<file path="src/rtl/vending_engine.sv">
// Vending engine: coin credit, item selection, timed dispense, refund.
// Ports: clk, reset (async active-low); coin_5/10/25 pulses; next_item,
// select, cancel button levels; price_wr/price_addr/price_data price
// table write; restock; outputs state, selected_item, total, change,
// dispense, coin_reject, sold_out.
// Optional macro VENDING_STOCK_EN adds per-item stock, restock, sold_out.
module vending_engine #(
    parameter int NUM_ITEMS       = 4,
    parameter int PRICE_W         = 8,
    parameter int STOCK_W         = 4,
    parameter int DISPENSE_CYCLES = 125_000_000
) (
    input  logic                         clk,
    input  logic                         reset,
    input  logic                         coin_5,
    input  logic                         coin_10,
    input  logic                         coin_25,
    input  logic                         next_item,
    input  logic                         select,
    input  logic                         cancel,
    input  logic                         price_wr,
    input  logic [$clog2(NUM_ITEMS)-1:0] price_addr,
    input  logic [PRICE_W-1:0]           price_data,
    input  logic                         restock,
    output logic [1:0]                   state,
    output logic [$clog2(NUM_ITEMS)-1:0] selected_item,
    output logic [PRICE_W-1:0]           total,
    output logic [PRICE_W-1:0]           change,
    output logic                         dispense,
    output logic                         coin_reject,
    output logic                         sold_out
);

    localparam int IW = $clog2(NUM_ITEMS);
    localparam int TW = $clog2(DISPENSE_CYCLES + 1);
    // Headroom above PRICE_W so the coin sum cannot wrap.
    localparam int SW = PRICE_W + 7;
    localparam logic [IW-1:0] LAST = IW'(NUM_ITEMS - 1);
    localparam logic [TW-1:0] TLOAD = TW'(DISPENSE_CYCLES - 1);

    typedef enum logic [1:0] {
        IDLE       = 2'b00,
        COLLECTING = 2'b01,
        DISPENSING = 2'b10,
        REFUND     = 2'b11
    } st_t;

    st_t                st;
    logic [TW-1:0]      timer;
    logic               next_q;
    logic               select_q;
    logic               cancel_q;
    logic [PRICE_W-1:0] price [NUM_ITEMS];

    logic               next_edge;
    logic               sel_edge;
    logic               can_edge;
    logic [SW-1:0]      coin_val;
    logic [SW-1:0]      sum;
    logic               fits;
    logic               any_coin;
    logic [PRICE_W-1:0] cur_price;
    logic               stock_ok;
    logic               buy;
    logic               quit;
    logic               accept;
    logic               addr_ok;

    assign state     = st;
    assign next_edge = next_item & ~next_q;
    assign sel_edge  = select & ~select_q;
    assign can_edge  = cancel & ~cancel_q;
    assign any_coin  = coin_5 | coin_10 | coin_25;

    always_comb begin
        coin_val = '0;
        if (coin_5)  coin_val = coin_val + SW'(5);
        if (coin_10) coin_val = coin_val + SW'(10);
        if (coin_25) coin_val = coin_val + SW'(25);
    end

    assign sum       = {7'b0, total} + coin_val;
    assign fits      = (sum[SW-1:PRICE_W] == '0);
    assign cur_price = price[selected_item];

    // Cancel wins over select in the same cycle.
    assign quit = (st == COLLECTING) && can_edge;
    assign buy  = (st == COLLECTING) && sel_edge && !can_edge
               && (total >= cur_price) && stock_ok;

    // A coin arriving on the edge credit is taken away is refused.
    assign accept = any_coin && fits
                 && ((st == IDLE)
                     || ((st == COLLECTING) && !buy && !quit));

    generate
        if ((2 ** IW) == NUM_ITEMS) begin : g_addr_full
            assign addr_ok = 1'b1;
        end else begin : g_addr_chk
            assign addr_ok = ({1'b0, price_addr} < (IW + 1)'(NUM_ITEMS));
        end
    endgenerate

`ifdef VENDING_STOCK_EN
    logic [STOCK_W-1:0] stock [NUM_ITEMS];
    assign stock_ok = (stock[selected_item] != '0);
    assign sold_out = (stock[selected_item] == '0);
`else
    logic unused;
    assign unused   = restock;
    assign stock_ok = 1'b1;
    assign sold_out = 1'b0;
`endif

    always_ff @(posedge clk or negedge reset) begin
        if (!reset) begin
            st            <= IDLE;
            total         <= '0;
            change        <= '0;
            selected_item <= '0;
            dispense      <= 1'b0;
            coin_reject   <= 1'b0;
            timer         <= '0;
            next_q        <= 1'b0;
            select_q      <= 1'b0;
            cancel_q      <= 1'b0;
            for (int i = 0; i < NUM_ITEMS; i++) begin
                price[i] <= PRICE_W'(25 * (i + 1));
`ifdef VENDING_STOCK_EN
                stock[i] <= '1;
`endif
            end
        end else begin
            next_q      <= next_item;
            select_q    <= select;
            cancel_q    <= cancel;
            coin_reject <= any_coin && !accept;

            if (next_edge && (st != DISPENSING)) begin
                selected_item <= (selected_item == LAST)
                               ? '0 : selected_item + IW'(1);
            end

            case (st)
                IDLE: begin
                    if (accept) begin
                        total  <= sum[PRICE_W-1:0];
                        change <= '0;
                        st     <= COLLECTING;
                    end
                end
                COLLECTING: begin
                    if (quit) begin
                        change <= total;
                        total  <= '0;
                        st     <= REFUND;
                    end else if (buy) begin
                        change   <= total - cur_price;
                        total    <= '0;
                        timer    <= TLOAD;
                        dispense <= 1'b1;
                        st       <= DISPENSING;
`ifdef VENDING_STOCK_EN
                        stock[selected_item] <=
                            stock[selected_item] - STOCK_W'(1);
`endif
                    end else if (accept) begin
                        total <= sum[PRICE_W-1:0];
                    end
                end
                DISPENSING: begin
                    if (timer == '0) begin
                        dispense <= 1'b0;
                        st       <= IDLE;
                    end else begin
                        timer <= timer - TW'(1);
                    end
                end
                REFUND: st <= IDLE;
                default: st <= IDLE;
            endcase

            if (price_wr && addr_ok) price[price_addr] <= price_data;
`ifdef VENDING_STOCK_EN
            // Placed after the decrement so restock wins.
            if (restock && addr_ok) stock[price_addr] <= '1;
`endif
        end
    end

endmodule
</file>
<file path="config.mk">
export PLATFORM = sky130hd
export DESIGN_NAME = vending_engine
export DESIGN_NICKNAME = d
export VERILOG_FILES = /design/src/rtl/vending_engine.sv
export SDC_FILE = /design/constraint.sdc
export NUM_CORES = 1
export LEC_CHECK = 0
export ABC_AREA = 1
export CAP_MARGIN = 0
export CORE_UTILIZATION = 63
export DETAILED_ROUTE_END_ITERATION = 8
export PLACE_DENSITY_LB_ADDON = 0.08
export SYNTH_ARGS = -nofsm -noshare
export SYNTH_HDL_FRONTEND = slang
export SYNTH_SLANG_ARGS = --single-unit
</file>
<file path="constraint.sdc">
create_clock -name clk -period 5.5 [get_ports clk]
set_input_delay 0.825 -clock clk [delete_from_list [all_inputs] [get_ports clk]]
set_output_delay 0.825 -clock clk [all_outputs]
set_load 0.02 [all_outputs]
</file>
* Word level (Yosys, flattened, before mapping) *
Cells that the tools add are included.

word-level totals
  flip-flop bits (word level) = 84
  bits in latches = 0
  memory bits (writable) = 0
  ROM bits = 0
  output and inout port bits = 23
  logic and storage cells = 101
  memories kept = 0

cells by class
  $add $sub $neg = 6
  multiply operators = 0
  div/mod/pow operators = 0
  $lt $le $gt $ge = 4
  eq/ne operators = 11
  shift operators = 0
  mux-type cells = 31
  bitwise operators = 10
  reductions and logical operators = 25

operator list
  cell                                                      number
  2-to-1 mux 27 bit                                         3
  2-to-1 mux 8 bit                                          9
  case mux 27 bit (2 select lines)                          1
  bitwise mux 32 bit                                        1
  case mux 8 bit (2 select lines)                           2
  2-to-1 mux 15 bit                                         2
  zero test 27 bit                                          1
  subtractor 27 x 1 -> 27 bit, second input constant        1
  binary-select mux 8 bit (select 2 bit)                    1
  demux 8 bit (select 2 bit)                                1
  adder 15 x 4 -> 15 bit, second input constant             1
  adder 15 x 5 -> 15 bit, second input constant             1
  adder 8 x 15 -> 15 bit                                    1
  != test 2 bit, second input constant                      6
  logical AND 1 bit                                         11
  2-to-1 mux 2 bit                                          5
  greater-or-equal comparator 8 bit                         1
  case mux 2 bit (4 select lines)                           1
  AND reduction 4 bit                                       2
  subtractor 8 bit                                          1
  zero test 7 bit                                           1
  == test 2 bit, second input constant                      3
  greater-or-equal comparator 3 bit, second input constant  2
  NOT 2 -> 3 bit                                            2
  15 further kinds                                          27

* Logic depth before layout (Yosys ltp) *
Gate-level depths: netlist of run 1.

  depth after elaboration = 15
  mapped depth = 20

* Worst setup path before layout of run 1 *
No wires, ideal clock.

  kind = flip-flop to flip-flop
  from = register selected_item[0]
  to = register total[3]
  library setup time = 0.117 ns
  arrival = 2.698 ns
  required time = 5.383 ns
  setup slack = 2.686 ns
  cell stages (with the launch flop) = 20
  cells stage by stage = dfrtp_1 > buf_2 > clkinv_1 > clkbuf_1 > o21ai_0 > o22ai_1 > ha_1 > inv_1 > fa_1 > nand2_1 > nand2_1 > nand3_1 > nand3_2 > nand2_4 > nand2_1 > nand2_2 > buf_6 > nand3_1 > nand2_1 > nand2_1

on the way
  word-level cells in the longest chain between the ends = 15

RTL lines
  item                                                     line  RTL
  from (decl)                                              26    output logic [$clog2(NUM_ITEMS)-1:0] selected_item,
  from (signal assigned)                                   140   selected_item <= (selected_item == LAST)
  NOT 2 -> 3 bit (implied by the code) (*)                 84    assign cur_price = price[selected_item];
  binary-select mux 8 bit (select 2 bit) (*)               84
  2-to-1 mux 8 bit (implied by the code) (*) (2 in a row)  84
  greater-or-equal comparator 8 bit (*)                    89    && (total >= cur_price) && stock_ok;
  logical AND 1 bit (*)                                    89
  zero test 1 bit                                          94    || ((st == COLLECTING) && !buy && !quit));
  logical AND 1 bit (2 in a row)                           94
  logical OR 1 bit                                         94
  logical AND 1 bit                                        93    && ((st == IDLE)
  2-to-1 mux 8 bit                                         n/a
  2-to-1 mux 8 bit                                         157   end else if (buy) begin
  2-to-1 mux 8 bit                                         153   if (quit) begin
  case mux 8 bit (2 select lines) (*)                      144   case (st)
  to (signal assigned)                                     147   total <= sum[PRICE_W-1:0];
  to (signal assigned)                                     168   total <= sum[PRICE_W-1:0];
  to (decl)                                                27    output logic [PRICE_W-1:0] total,

Mark *: on every way between the ends. The rest lies on a longest branch, timed or not. The select of a mux whose other input is x is not followed.
A chain may end at the register's enable or synchronous reset.

* Worst setup path after layout of run 1 *
  from = register selected_item[0]
  to = register timer[2]

on the way
  word-level cells in the longest chain between the ends = 8

RTL lines
  item                                                 line  RTL
  NOT 2 -> 3 bit (implied by the code)                 84
  binary-select mux 8 bit (select 2 bit)               84
  2-to-1 mux 8 bit (implied by the code) (2 in a row)  84
  greater-or-equal comparator 8 bit                    89
  logical AND 1 bit                                    89
  != test 2 bit (no source line)                       n/a
  AND reduction 4 bit (no source line)                 n/a
  to (signal assigned)                                 176   timer <= timer - TW'(1);
  to (decl)                                            49    logic [TW-1:0] timer;

Every way passes these cells. The select of a mux whose other input is x is not followed.

==> flow_results.org, run 1 <==
** CTS
- Clock transition time at the flip-flop clock pins of the worst setup and hold paths :: 0.09 ns
- CTS placed an instance of clkbuf_8 at the clock tree root.
- The clock drives 84 sinks.
- Count of buffers added by post-CTS timing repair for setup :: 0
- Clock tree from TritonCTS :: yes
- Maximum count of clock buffers along a single path :: 2
- After clock tree synthesis, the repair step resized 0 gates.
- Clock insertion delay at the later pin of the skew report :: 0.36 ns
- Total clock buffers created by CTS :: 9
- Number of levels the H-tree was split into :: 3
- Number of hold-repair buffers added at the cts stage :: 0

** Synth
- Of the synthesized area, sequential elements account for 0.399.
- EDFF count, synth :: 0
- The cell count after synthesis came out at 690.
- Post-Syn Area per Cell :: 7.69 um^2
- During synthesis, Yosys emitted a total of 0 warnings.
- Area of the mapped netlist :: 0.00530 mm^2
- Yosys mapped the design onto 45 distinct sky130hd cell types.
- The synthesized design spends more area on one cell type than any other, namely dfrtp_1.
- Fraction of registers with async set/reset :: 1.00
- Primary flip-flop cell chosen by synthesis mapping :: dfrtp_1
- Synthesis inferred 84 register bits.
- Share of the synthesized area in the top cell type :: 0.335
- Sorting the synthesized cells by area gives the leading types as dfrtp_1 (33%), nand2_1 (14%), dfstp_2 (6.4%).
- Counting every net in the synthesized netlist gives 732.

** Global route
- Maximum number of pins on one net before global-route repair :: 85
- Summed over all layers, the global routing overflow is 0.
- Total routing usage reported by global routing :: 0.295
- Number of global-route vias before repair :: 4452
- Number of antenna violations at the first check in global routing :: 0
- The first global-routing pass estimated 20.2 mm of wire.

** Setup path
- The critical path is of the reg2reg type.
- Maximum cell stage delay along the critical path :: 0.79 ns
- The worst setup path is captured at a register.
- Along the worst path, the maximum fanout reaches 42.
- The cell family contributing the most delay on the critical path is simple AND/OR/NAND/NOR gates.
- By instance count, the cell type seen most on the critical path is nand2_1.
- Arr. time, crit path :: 4.06 ns
- Counting both buffers and inverters, the worst setup path holds a total of 2.
- For the worst setup path, the data required time is 5.73 ns.
- The setup check on the worst reg-to-reg path leaves a slack of 1.67 ns.
- CP max stage cell :: dfrtp_1
- The critical path goes through clkinv_1 -> o21ai_0 -> o22ai_1 -> ha_1 -> inv_1 -> fa_1 -> nand2_1 -> nand2_1 -> nand3_1 -> nand3_2 -> nand2_4 -> nand2_4 -> nand2_1 -> nand2_1 -> nand3_1.
- STA classifies the critical path startpoint as a register.

** Detailed routing
- For this run, the detailed router's first-pass iteration total came to 4.
- The detailed router finished its first iteration with 241 violations.
- Drt wl/cell :: 14.3 um
- Total length of routed wires :: 11.8 mm
- Post-detailed-route count of antenna-violating nets :: 0
- The final route contains 4691 vias.
- Via-per-instance ratio :: 5.65
- Number of remaining DRC errors :: 0

** Min path
- Worst min-delay path category :: reg2reg

** Floorplan
- DIE HEIGHT :: 93.8 um
- Number of ports placed on the die boundary :: 43
- The initial utilization of the core area, before any placement, comes to 0.649.
- Measured along the x axis, the die boundary spans 93.8 um.
- After floorplanning, the core was divided into 33 placement rows.
- The die covers 0.00879 mm^2.
- The total area inside the core boundary comes to 0.00818 mm^2.

** Cells and area
- # diodes :: 0
- Net count of the finished layout :: 762
- Utilization of the core after routing :: 0.717
- Ratio of cells with drive above 1 in the final layout :: 0.108
- Synthesis-to-layout area growth :: 10.6%

** Timing
- Final-report setup violation count :: 0
- Min Clock Period, post-route :: 3.83 ns
- Final Max Slew Viols :: 0
- The final number of hold-violating endpoints was 0.
- Tcrit/Tclk final :: 0.695
- The worst pin sits at a relative slew slack of 0.299.
- At the pin with the least slew margin, the transition time is 1.05 ns.
- Between clock sinks in the finished design, the worst skew comes to 0.0157 ns.
- Setup repair after global routing left no endpoint under its margin.
- Achievable frequency :: 261 MHz
- Adding up every negative setup slack in the final design gives 0 ns.

** Place
- RePlAce Congestion :: 0.954
- Hpwl dp :: 8.41 mm
- Port buffer count :: 40

** Job
- The tool flagged a number of max-cap violations equal to 0.

** Pwr
- Worst ir drop on vdd :: 0.238 mV
- For this design the ratio of total power to cell area is 560 mW/mm^2.
- Leakage dissipation :: 2.76 nW

** Outcome
- The run finished with clean final reports.
[sequential cells by signal (all words and copies together), names as in the netlist]
signal,flops
dispense,1
next_q,1
coin_reject,1
change,8
total,8
state,2
select_q,1
price,32
selected_item,2
cancel_q,1
timer,27
[cells by family (layout without fill, tap and decap cells)]
| logic type | count (synthesis) | after routing | share of synthesized area |
|---|---|---|---|
| AO/OA/AOI/OAI | 120 | 120 | 0.140 |
| XOR/XNOR | 23 | 23 | 0.0380 |
| adder cells (fa/ha/maj) | 22 | 22 | 0.0547 |
| buffers and inverters | 85 | 120 | 0.0729 |
| flip-flops | 84 | 84 | 0.399 |
| other | 1 | 1 | 0.000707 |
| AND/OR/NAND/NOR | 355 | 355 | 0.294 |
[power breakdown]
part | internal (W) | leakage [nW] | switching (W)
clock network | 0.000179 | 0.0859 | 0.000245
logic | 0.000707 | 1.67 | 0.00112
registers | 0.000816 | 1.01 | 0.000215
total | 0.00170 | 2.76 | 0.00158
[final timing paths]
kind | startpoint | cells past startpoint | endpoint
max in group asynchronous | reset | 1 | select_q$_DFF_PN0_
setup reg to reg | selected_item[0]$_DFFE_PN0P_ | 15 | timer[2]$_DFFE_PN0P_
min in group asynchronous | reset | 1 | price[1]$_DFFE_PN0P_
hold / removal | price[4]$_DFFE_PN0P_ | 2 | price[4]$_DFFE_PN0P_
hold reg to reg | price[4]$_DFFE_PN0P_ | 2 | price[4]$_DFFE_PN0P_
setup / recovery | selected_item[0]$_DFFE_PN0P_ | 15 | timer[2]$_DFFE_PN0P_
[routing by layer]
metal,vias up,track usage,part of all wire
met4,0,0.141,0.030
li1,2309,-,-
met2,121,0.481,0.48
met5,-,0,0
met3,28,0.0429,0.044
met1,2233,0.386,0.44
[layout make-up]
class | instances | area [um^2]
multi-input cells | 521 | 2800
fillers | 681 | 2310
flip-flops and latches | 84 | 2120
repair buffers | 40 | 398
inverters | 64 | 240
clock buffers | 11 | 141
well taps | 105 | 131
clock inverters | 5 | 37.5
[cell usage in the layout (no fill, tap or decap), types with 2 or more instances in the layout]
cell,netlist,layout
inv_1,59,59
fa_1,2,2
nand2_2,4,4
nor3_1,2,2
nand2_4,2,2
clkdlybuf4s50_1,0,39
nor2_1,70,70
nand3b_1,6,6
xnor2_1,4,4
nor2_2,11,11
o21ai_2,16,16
a21oi_1,24,24
dfstp_2,13,13
a32o_1,7,7
clkinvlp_4,0,2
o21ai_0,47,47
dfrtp_1,71,71
o211ai_1,3,3
inv_2,4,4
nand3_1,48,48
ha_1,20,20
xor2_1,19,19
nand4_1,5,5
a31oi_1,2,2
nand3_2,4,4
o21ai_1,13,13
clkbuf_8,0,10
nand2_1,197,197
[through the flow]
| step | instances | worst slack [ns] | hold WS (ns) | power [W] | cell area (um^2) |
|---|---|---|---|---|---|
| after floorplan | 690 | 2.69 | 0.448 | 0.00241 | 5300 |
| after global placement | 814 | 1.85 | 0.463 | 0.00277 | 5690 |
| after detailed placement | 814 | 1.79 | 0.475 | 0.00286 | 5690 |
| after CTS | 830 | 1.74 | 0.497 | 0.00329 | 5870 |
| after global routing | 830 | 1.37 | 0.513 | 0.00358 | 5870 |
| final | 830 | 1.67 | 0.494 | 0.00329 | 5870 |
[synthesized netlist by cell type, types with 2 or more instances]
master	count
o21ai_2	16
nand3b_1	6
dfstp_2	13
a32o_1	7
xor2_1	19
buf_6	7
nor2_2	11
nand2_4	2
a31oi_1	2
nor2_1	70
nand2_1	197
nand3_1	48
buf_4	3
o21ai_0	47
nand3_2	4
dfrtp_1	71
ha_1	20
clkbuf_1	8
inv_2	4
a21oi_1	24
buf_2	3
inv_1	59
o211ai_1	3
nand2_2	4
xnor2_1	4
fa_1	2
nand4_1	5
o21ai_1	13
nor3_1	2
[tightest hold or removal path, cell delays in order (launching register included)]
cell,delay (ns)
dfrtp_1,0.35
nand2_1,0.05
o21ai_0,0.06
Note: power is estimated with default switching activity, not from simulation.
==> run 2, diff against run 1 <==
--- a/config.mk
+++ b/config.mk
@@ -7,7 +7,7 @@
 export LEC_CHECK = 0
 export ABC_AREA = 1
 export CAP_MARGIN = 0
-export CORE_UTILIZATION = 63
+export CORE_UTILIZATION = 59
 export DETAILED_ROUTE_END_ITERATION = 8
 export PLACE_DENSITY_LB_ADDON = 0.08
 export SYNTH_ARGS = -nofsm -noshare
==> constraint.sdc (replaced) <==
create_clock -name clk -period 3.85 [get_ports clk]
set_input_delay 0.5775 -clock clk [delete_from_list [all_inputs] [get_ports clk]]
set_output_delay 0.5775 -clock clk [all_outputs]
set_load 0.02 [all_outputs]
==> flow_results.org, run 2 (synthesis gave the netlist of run 1 again) <==
** Outcome
- The flow ran to the end, and the final reports show no timing, DRC or antenna violations.

** Floorplan
- During I/O placement, the number of pins put on the boundary was 43.
- Width of the die :: 96.8 um
- The floorplan step defined a die boundary enclosing 0.00937 mm^2.
- The die is 96.8 um tall.
- Initial core utilization :: 0.608
- After floorplanning, the core was sized to cover 0.00872 mm^2.
- After floorplanning, the core was divided into 34 placement rows.

** Min path
- Worst min-delay path category :: in2async

** Detailed routing
- Detailed Route Iter0 Violations :: 202
- Post-detailed-route count of antenna-violating nets :: 0
- Number of remaining DRC errors :: 0
- Before antenna repair, the detailed router went through 4 iterations.
- Wires add up to 11.8 mm.
- Total via count after detailed routing :: 4560
- Dividing the detail-routed via count by the number of cells gives 5.45.
- In the final routed layout, each cell accounts on average for 14.1 um.

** Timing
- The final number of hold-violating endpoints was 0.
- Final worst slack :: 0.786 ns
- Accumulated negative setup slack :: 0 ns
- Setup violations remaining at the end of the flow were counted as 0.
- At the pin with the least slew margin, the transition time is 1.06 ns.
- For this run, the top clock speed supported by timing is 326 MHz.
- Tcrit/Tclk final :: 0.796
- The number of pins exceeding their max-slew limit in the final report is 0.
- RSZ-0062 raised after global routing :: no
- Between clock sinks in the finished design, the worst skew comes to 0.0140 ns.
- Hold is met by 0.363 ns.
- Min Clock Period, post-route :: 3.06 ns
- The worst pin sits at a relative slew slack of 0.296.

** Cells and area
- Layout Cell Area excl Fill :: 0.00591 mm^2
- # diodes :: 0
- Commonest non-fill, non-tap cell in the layout :: nand2_1
- Number of flip-flops in the largest register :: 32
- Highest-count cells in the layout ignoring fill and taps :: nand2_1 (197), dfrtp_1 (71), nor2_1 (70)
- Relative to the synthesized area, the layout overhead comes to 11.5%.
- The largest registers in the layout are price (32), timer (27).
- Net count of the finished layout :: 766
- The register with the most flip-flops in the final layout is price.
- Post-Layout Cell Count :: 837
- In the final layout, the share of cells above drive strength 1 is 0.114.

** Job
- Max-cap violations in this run came to 0.

** CTS
- Sink Count :: 84
- After clock tree synthesis, the repair step resized 0 gates.
- Clock tree from TritonCTS :: yes
- Total clock buffers created by CTS :: 9
- Number of levels the H-tree was split into :: 3
- Clock root buffer :: clkbuf_8
- Number of hold-repair buffers added at the cts stage :: 0
- The clock passes through at most 2 buffers.
- Clock transition time at the flip-flop clock pins of the worst setup and hold paths :: 0.10 ns
- Buffers added to address setup during post-CTS repair amount to 0.
- For the worst-skew pair, the clock arrives at the later sink with an insertion delay of 0.37 ns.

** Setup path
- Type of origin of the critical path :: input port
- Arr. time, crit path :: 3.33 ns
- Required time worst endpoint :: 4.11 ns
- CP max FO :: 9
- By startpoint and endpoint, the worst setup path is classified as in2reg.
- Worst setup EP type :: register

** Place
- After legalization and detailed placement, the total HPWL measured 8.56 mm.
- Input and output buffers added on the ports amount to 40.
- Placed cell count :: 821
- The placed instances occupy a cell area of 0.00572 mm^2.
- Before CTS, the worst setup slack after placement is 0.431 ns.
- RePlAce Congestion :: 0.957

** Pwr
- Leakage dissipation :: 2.79 nW
- Worst ir drop on vdd :: 0.324 mV
- PwrDens :: 798 mW/mm^2

** Global route
- Maximum number of pins on one net before global-route repair :: 85
- Number of antenna violations at the first check in global routing :: 0
- Overflow left after global routing :: 0
- The first global-routing pass estimated 20.3 mm of wire.
- Total routing usage reported by global routing :: 0.266
- Number of global-route vias before repair :: 4407
==> run 2: metal layers <==
metal  wire (um)  GRT usage  vias up
li1            -          -     2316
met2        5760      0.445       73
met1        5470      0.346     2145
met5           0          0        -
met4         302      0.114        0
met3         272     0.0361       26
==> run 2: cell type report <==
class                      count  area (um^2)
clock inverter                 5         41.3
sequential                    84         2120
clock buffer                  11          151
multi-input combinational    521         2800
fill                         749         2810
tap                          108          135
inverter                      64          240
timing repair buffer          44          428
==> run 2: critical path, stage by stage <==
cell and delay (ns):
clkdlybuf4s50_1 0.59, inv_1 0.12, ha_1 0.29, nor2_1 0.04, nor2_1 0.13, inv_1 0.08, fa_1 0.44, o21ai_2 0.23
nand2_1 0.11, nand3_2 0.17, inv_1 0.17, nand2_1 0.14, inv_1 0.05, nand2_1 0.06, nand2_1 0.05, nand2_1 0.05
inv_1 0.03
==> run 2: report_power, final <==
| part | total (W) | internal [W] | switching [W] |
|---|---|---|---|
| clock | 0.000622 | 0.000276 | 0.000346 |
| sequential | 0.00145 | 0.00117 | 0.000285 |
| combinational | 0.00264 | 0.00103 | 0.00161 |
| total | 0.00472 | 0.00247 | 0.00224 |
==> run 2: per-stage QoR <==
step	power (W)	utilization
floorplan	0.00344	-
global placement	0.00400	0.656
detailed placement	0.00410	0.656
CTS	0.00474	0.678
global route	0.00514	0.678
finish	0.00472	0.678
==> run 2: path summary, 6_finish.rpt <==
| check | startpoint | end | slack (ns) | depth (start not counted) |
|---|---|---|---|---|
| setup / recovery | coin_5 | total[6]$_DFFE_PN0P_ | 0.79 | 17 |
| hold / removal | reset | price[10]$_DFFE_PN0P_ | 0.36 | 1 |
| setup reg to reg | selected_item[0]$_DFFE_PN0P_ | timer[5]$_DFFE_PN0P_ | 0.86 | 14 |
| hold reg to reg | change[1]$_DFFE_PN0P_ | change[1]$_DFFE_PN0P_ | 0.49 | 2 |
| max in group asynchronous | reset | timer[17]$_DFFE_PN0P_ | 2.76 | 1 |
| min in group clk | change[1]$_DFFE_PN0P_ | change[1]$_DFFE_PN0P_ | 0.49 | 2 |
